### src/rtl/fifo_wr_arbiter.sv
// Round-robin arbiter sharing one async-FIFO write port among N_REQ producers.
// Bounded bursts per grant, one bubble between grants, never writes while full.
module fifo_wr_arbiter #(
    parameter int N_REQ      = 4,
    parameter int Data_Width = 8,
    parameter int MAX_BURST  = 4,
    parameter int CNT_W      = 16
) (
    input  logic                        wr_clk,
    input  logic                        wr_rstn,
    input  logic [N_REQ-1:0]            req_valid,
    input  logic [N_REQ*Data_Width-1:0] req_data,
    output logic [N_REQ-1:0]            req_ack,
    output logic [N_REQ-1:0]            grant,
    input  logic                        full,
    output logic                        wr_en,
    output logic [Data_Width-1:0]       data_in,
    output logic                        busy,
    output logic [CNT_W-1:0]            wr_count
);

    localparam int IDX_W = (N_REQ > 1) ? $clog2(N_REQ) : 1;
    localparam int BC_W  = $clog2(MAX_BURST + 1);

    localparam logic [0:0] S_IDLE  = 1'b0;
    localparam logic [0:0] S_GRANT = 1'b1;

    localparam logic [BC_W-1:0]  LAST_BEAT = BC_W'(MAX_BURST - 1);
    localparam logic [IDX_W-1:0] LAST_IDX  = IDX_W'(N_REQ - 1);

    logic [0:0]       state_q, state_d;
    logic [N_REQ-1:0] grant_q, grant_d;
    logic [BC_W-1:0]  burst_cnt_q, burst_cnt_d;
    logic [IDX_W-1:0] rr_ptr_q, rr_ptr_d;
    logic [CNT_W-1:0] wr_count_q, wr_count_d;

    logic                                 wr_ok;
    logic                                 owner_valid;
    logic [IDX_W-1:0]                     own_idx;
    logic                                 win_found;
    logic [IDX_W-1:0]                     win_idx;
    logic [IDX_W-1:0]                     cand_idx;
    int                                   cand;
    logic [N_REQ-1:0][Data_Width-1:0]     lane_data;

    // Writes are only possible from GRANT and only when the FIFO has room.
    assign wr_ok = (state_q == S_GRANT) & ~full;

    // Per-lane ack and zero-masked data; only the owner lane can ever fire.
    for (genvar i = 0; i < N_REQ; i++) begin : g_lane
        assign req_ack[i]   = grant_q[i] & req_valid[i] & wr_ok;
        assign lane_data[i] = req_ack[i] ? req_data[i*Data_Width +: Data_Width]
                                         : '0;
    end

    assign wr_en       = |req_ack;
    assign owner_valid = |(grant_q & req_valid);

    always_comb begin
        data_in = '0;
        for (int k = 0; k < N_REQ; k++) begin
            data_in = data_in | lane_data[k];
        end
    end

    always_comb begin
        own_idx = '0;
        for (int k = 0; k < N_REQ; k++) begin
            if (grant_q[k]) begin
                own_idx = IDX_W'(k);
            end
        end
    end

    // First requester at or above rr_ptr, wrapping modulo N_REQ.
    always_comb begin
        win_found = 1'b0;
        win_idx   = '0;
        cand      = 0;
        cand_idx  = '0;
        for (int k = 0; k < N_REQ; k++) begin
            cand = int'(rr_ptr_q) + k;
            if (cand >= N_REQ) begin
                cand = cand - N_REQ;
            end
            cand_idx = IDX_W'(cand);
            if (!win_found && req_valid[cand_idx]) begin
                win_found = 1'b1;
                win_idx   = cand_idx;
            end
        end
    end

    always_comb begin
        state_d     = state_q;
        grant_d     = grant_q;
        burst_cnt_d = burst_cnt_q;
        rr_ptr_d    = rr_ptr_q;
        wr_count_d  = wr_en ? wr_count_q + 1'b1 : wr_count_q;
        case (state_q)
            S_IDLE: begin
                if (win_found) begin
                    state_d          = S_GRANT;
                    grant_d          = '0;
                    grant_d[win_idx] = 1'b1;
                    burst_cnt_d      = '0;
                end
            end
            S_GRANT: begin
                // A stalled owner (full) keeps the grant; dropping valid ends the burst.
                if (!owner_valid || (wr_en && burst_cnt_q == LAST_BEAT)) begin
                    state_d  = S_IDLE;
                    grant_d  = '0;
                    rr_ptr_d = (own_idx == LAST_IDX) ? '0 : own_idx + 1'b1;
                end else if (wr_en) begin
                    burst_cnt_d = burst_cnt_q + 1'b1;
                end
            end
            default: begin
                state_d = S_IDLE;
                grant_d = '0;
            end
        endcase
    end

    always_ff @(posedge wr_clk or negedge wr_rstn) begin
        if (!wr_rstn) begin
            state_q     <= S_IDLE;
            grant_q     <= '0;
            burst_cnt_q <= '0;
            rr_ptr_q    <= '0;
            wr_count_q  <= '0;
        end else begin
            state_q     <= state_d;
            grant_q     <= grant_d;
            burst_cnt_q <= burst_cnt_d;
            rr_ptr_q    <= rr_ptr_d;
            wr_count_q  <= wr_count_d;
        end
    end

    assign grant    = grant_q;
    assign busy     = (state_q == S_GRANT);
    assign wr_count = wr_count_q;

endmodule

### config.mk
export PLATFORM = sky130hd
export DESIGN_NAME = fifo_wr_arbiter
export DESIGN_NICKNAME = d
export VERILOG_FILES = /design/src/rtl/fifo_wr_arbiter.sv
export SDC_FILE = /design/constraint.sdc
export NUM_CORES = 1
export LEC_CHECK = 0
export CORE_AREA = 2 2 68 70
export DETAILED_ROUTE_END_ITERATION = 10
export DIE_AREA = 0 0 70 72
export GPL_TIMING_DRIVEN = 0
export PLACE_DENSITY_LB_ADDON = 0.08
export SETUP_SLACK_MARGIN = 0.1
export SLEW_MARGIN = 20
export SYNTH_ARGS = -nofsm -noshare
export SYNTH_HDL_FRONTEND = slang
export SYNTH_SLANG_ARGS = --single-unit
### constraint.sdc
create_clock -name wr_clk -period 1.6 [get_ports wr_clk]
set_input_delay 0.16 -clock wr_clk [delete_from_list [all_inputs] [get_ports wr_clk]]
set_output_delay 0.16 -clock wr_clk [all_outputs]
set_load 0.01 [all_outputs]
==> results of run 1 <==
==> layout by cell type, fill, tap and decap left out, types with 2 or more instances in the layout <==
cell,synthesis,layout
a21o_1,2,2
a21oi_1,5,3
a21oi_4,0,2
a22oi_2,1,18
a32o_1,4,4
and3_1,7,3
and3_4,0,4
and4_1,2,2
buf_2,0,11
buf_4,0,10
buf_6,1,3
buf_8,0,6
clkbuf_8,0,4
clkdlybuf4s50_1,0,51
dfrtp_1,26,19
dfrtp_2,0,7
dlygate4sd2_1,0,5
dlymetal6s2s_1,0,2
ha_4,0,2
inv_1,5,5
mux2i_1,4,4
nand2_1,17,17
nand2b_1,3,2
nand3_1,9,9
nand3b_1,2,2
nand4_1,5,5
nor2_1,8,7
nor2b_1,3,2
xnor2_1,8,8
xor2_1,6,6
==> stage by stage <==
step / total power (µW) / cell area, µm² / util, %
global placement: 2150 / 2330 / 54.7
floorplan: 1630 / 1550 / -
detailed placement: 2190 / 2330 / 54.6
finish: 2880 / 2690 / 63.1
global route: 3060 / 2690 / 63.1
CTS: 2800 / 2600 / 61.0
==> state kept, by name, summed over array words and instances (netlist names) <==
register and flops:
burst_cnt_q 3, wr_count 16, busy 1, grant 4, rr_ptr_q 2
==> layout make-up <==
cell class                 instances  area share (%)
timing repair buffer              86            29.6
clock buffer                       4            1.68
buffer                             4            2.23
multi-input combinational        121            38.8
inverter                           5           0.698
tap                               52            2.42
sequential                        26            24.5
==> critical path: cells and delay by family, from the launching register on <==
kind | cells | cell delay, ps
flip-flops | 1 | 420
AND/OR/NAND/NOR | 3 | 380
buffers and inverters | 2 | 270
AO/OA/AOI/OAI | 1 | 170
==> metal layers <==
| layer | GRT usage [%] | vias up | share of wire [%] |
|---|---|---|---|
| met4 | 3.85 | 0 | 0.46 |
| met3 | 3.47 | 2 | 7.4 |
| met5 | 0 | - | 0 |
| li1 | - | 753 | - |
| met1 | 23.4 | 795 | 40 |
| met2 | 34.1 | 65 | 52 |
==> power by group through the flow <==
stage                     registers (µW)  clock network [µW]  logic (µW)
after floorplan                     1010                   0         620
after global placement               993                   0        1160
after detailed placement            1010                   0        1190
after CTS                            987                 376        1440
after global routing                1020                 411        1630
final                                997                 373        1510
==> cells by family (layout without fill, tap and decap cells) <==
family	count (synthesis)	after routing
AO/OA/AOI/OAI	34	34
flip-flops	26	26
buffers and inverters	10	99
multiplexers	6	6
AND/OR/NAND/NOR	63	63
XOR/XNOR	15	15
adder cells (fa/ha/maj)	3	3
==> repair_timing <==
| item | in CTS | in global routing |
|---|---|---|
| cloned | 3 | 0 |
| setup buffers | 9 | 1 |
| pin swaps | 23 | 11 |
| hold buffers | 1 | 0 |
| setup endpoints to repair | 25 | 30 |
| resized for setup | 102 | 22 |
| endpoints found under the hold margin | 26 | 0 |
==> how the worst max path moves through the flow <==
stage | start | end | cells after the start
finish | busy | data_in[2] | 6
global route | busy | data_in[2] | 6
CTS | busy | data_in[2] | 6
detailed placement | full | data_in[0] | 7
global placement | full | data_in[5] | 7
floorplan | burst_cnt_q[0] | rr_ptr_q[0] | 5
==> impl_metrics.py, run 1 <==
metrics = {
    "logic_synthesis": {
        "synth_edf_count": 0,
        "synth_nets": 199,
        "syn_area_per_cell_um2": 9.75,
        "async_flop_share_pct": 100,
        "synth-main-ff-cell": "dfrtp_1",
        "post_synth_inst_count": 157,
        "synth.most_common_cell": "dfrtp_1",
        "netlist_area_um2": 1530,
        "xor_xnor_portion_of_the_synthesized_cell_area_pct": 9.08,
        "synth-simple-area-share_pct": 22.3,
        "yosysWarningCount": 0,
        "netlist.area_leader.share_pct": 42.5,
        "synth_seq_area_share_pct": 42.5,
        "synthDistinctLibCells": 34,
        "synth-seq-cells": 26,
        "dominant_combinational_cell_family_by_area_after_synthesis": "simple AND/OR/NAND/NOR gates",
        "yosys.area_share.adder_pct": 2.45,
        "synth_compound_gate_area_share_pct": 16.6,
        "post_synth_mux_area_share_pct": 4.09,
        "netlist.top_cell.by_area": "dfrtp_1",
        "synth_area_leaders": "dfrtp_1 (43%), a22oi_1 (8.3%), xnor2_1 (4.6%)",
        "synth_commonest_cells": "dfrtp_1 (26), a22oi_1 (17), nand2_1 (17), nand3_1 (9)",
    },
    "timing": {
        "worst_clock_skew_ps": 1.62,
        "rsz0062_at_grt": "yes",
        "peak_freq_mhz": 606,
        "tightestPinTransition_ps": 577,
        "setup_tns_ps": -287,
        "final_period_minus_worst_setup_slack_ps": 1650,
        "final-setup-viol-count": 9,
        "final_max_slew_viol_count": 0,
        "fin_ws_ps": -51.0,
        "fin_crit_sh_pct": 103,
        "timing.slew.headroom_pct": 61.5,
        "final_hold_viol_count": 0,
        "hold-worst-slack_ps": 419,
    },
    "floorplanning": {
        "core_area_um2": 4260,
        "die_width_um": 70,
        "floorplan.io_pins": 73,
        "floorplan.initialDensity_pct": 35.9,
        "full_die_area_um2": 5040,
        "chipHeight_um": 72,
        "rows": 24,
    },
    "clock_tree": {
        "path_clk_slew_ps": 90,
        "numCtsBuffers": 3,
        "h-tree-depth": 1,
        "tritoncts_num_sinks": 26,
        "cts_buffer_depth": 2,
        "clk_root_buffer_cell": "clkbuf_8",
        "clock_insertion_delay_worst_skew_ps": 260,
        "cts_tree": "built",
    },
    "grt": {
        "grt_start_max_net_pins": 27,
        "grt_antenna_before_repair": 0,
        "global_route.usage.total_pct": 18.7,
        "grt_first_pass_wirelength_um": 7760,
        "gr-total-overflow": 0,
        "via_count_of_the_first_global_routing_pass": 1637,
    },
    "setup_path": {
        "reg2reg_from": "busy",
        "worst_path_max_delay_cell": "dfrtp_2",
        "worst_reg2reg_setup_slack_ps": 0,
        "critical_path_required_ps": 1440,
        "critical_path_cell_by_cell": "nor2b_4, and3_4, buf_8, a22oi_2, nand2_1, buf_2",
        "reg_to_reg_endpoint": "wr_count[6]",
        "critPathKind": "reg2out",
        "worstPathArrival_ps": 1490,
        "startpoint_type": "register",
        "ff2ff_path_depth": 5,
        "crit_path_max_incr_delay_ps": 420,
        "cp-end-kind": "primary output",
        "crit_path_max_fanout": 5,
    },
    "placement": {
        "dpl_worst_slack_ps": -604,
        "place.port_buffers": 72,
        "gpl.final_weighted_congestion": 0.823,
        "place_hpwl_um": 3330,
        "post-place-cells": 281,
    },
    "layout": {
        "area_of_the_multi_input_gates_um2": 1040,
        "instances_no_fill": 298,
        "antenna-diode-count": 0,
        "drive_gt1_share_pct": 33.3,
        "areaGrowthSynthToFinish_pct": 75.7,
        "post_layout_net_count": 289,
        "register_area_um2": 659,
        "final.fill_count": 362,
    },
    "power_and_ir_drop": {
        "power_density_nw_per_um2": 1070,
        "net_switching_share_of_the_total_power_pct": 37.4,
        "cellInternalPower_uw": 1800,
        "p_seq_share_pct": 34.7,
        "power.switching_uw": 1080,
        "pwr-share-comb_pct": 52.4,
        "portion_of_total_power_attributed_to_the_clock_network_pct": 13.0,
        "vdd_drop_max_uv": 670,
        "p_leak_uw": 0.00116,
    },
    "route": {
        "totalWireLength_um": 4740,
        "vias_per_cell": 5.42,
        "postRouteAntennaNets": 0,
        "detailroute.via_count": 1615,
        "detailedRoute.firstIterationViolations": 15,
        "detail_route.drc_violations": 0,
        "routed_wire_length_per_instance_um": 15.9,
        "detailed_router_iteration_count_before_antenna_repair": 4,
    },
    "hold_path": {
        "hold_class": "in2async",
    },
    "outcome": {
        "outcome": "finished, violations left",
        "failed_checks": "setup timing",
    },
    "run": {
        "maxCapViolations": 0,
    },
}
(Power assumes the default switching activity.)
==> inputs of run 2 (changes only) <==
--- a/config.mk
+++ b/config.mk
@@ -5,6 +5,7 @@
 export SDC_FILE = /design/constraint.sdc
 export NUM_CORES = 1
 export LEC_CHECK = 0
+export ABC_CLOCK_PERIOD_IN_PS = 1600
 export CORE_AREA = 2 2 68 70
 export DETAILED_ROUTE_END_ITERATION = 10
 export DIE_AREA = 0 0 70 72
==> results of run 2 <==
No change in the layout: final DEF, timing and power equal those of run 1.
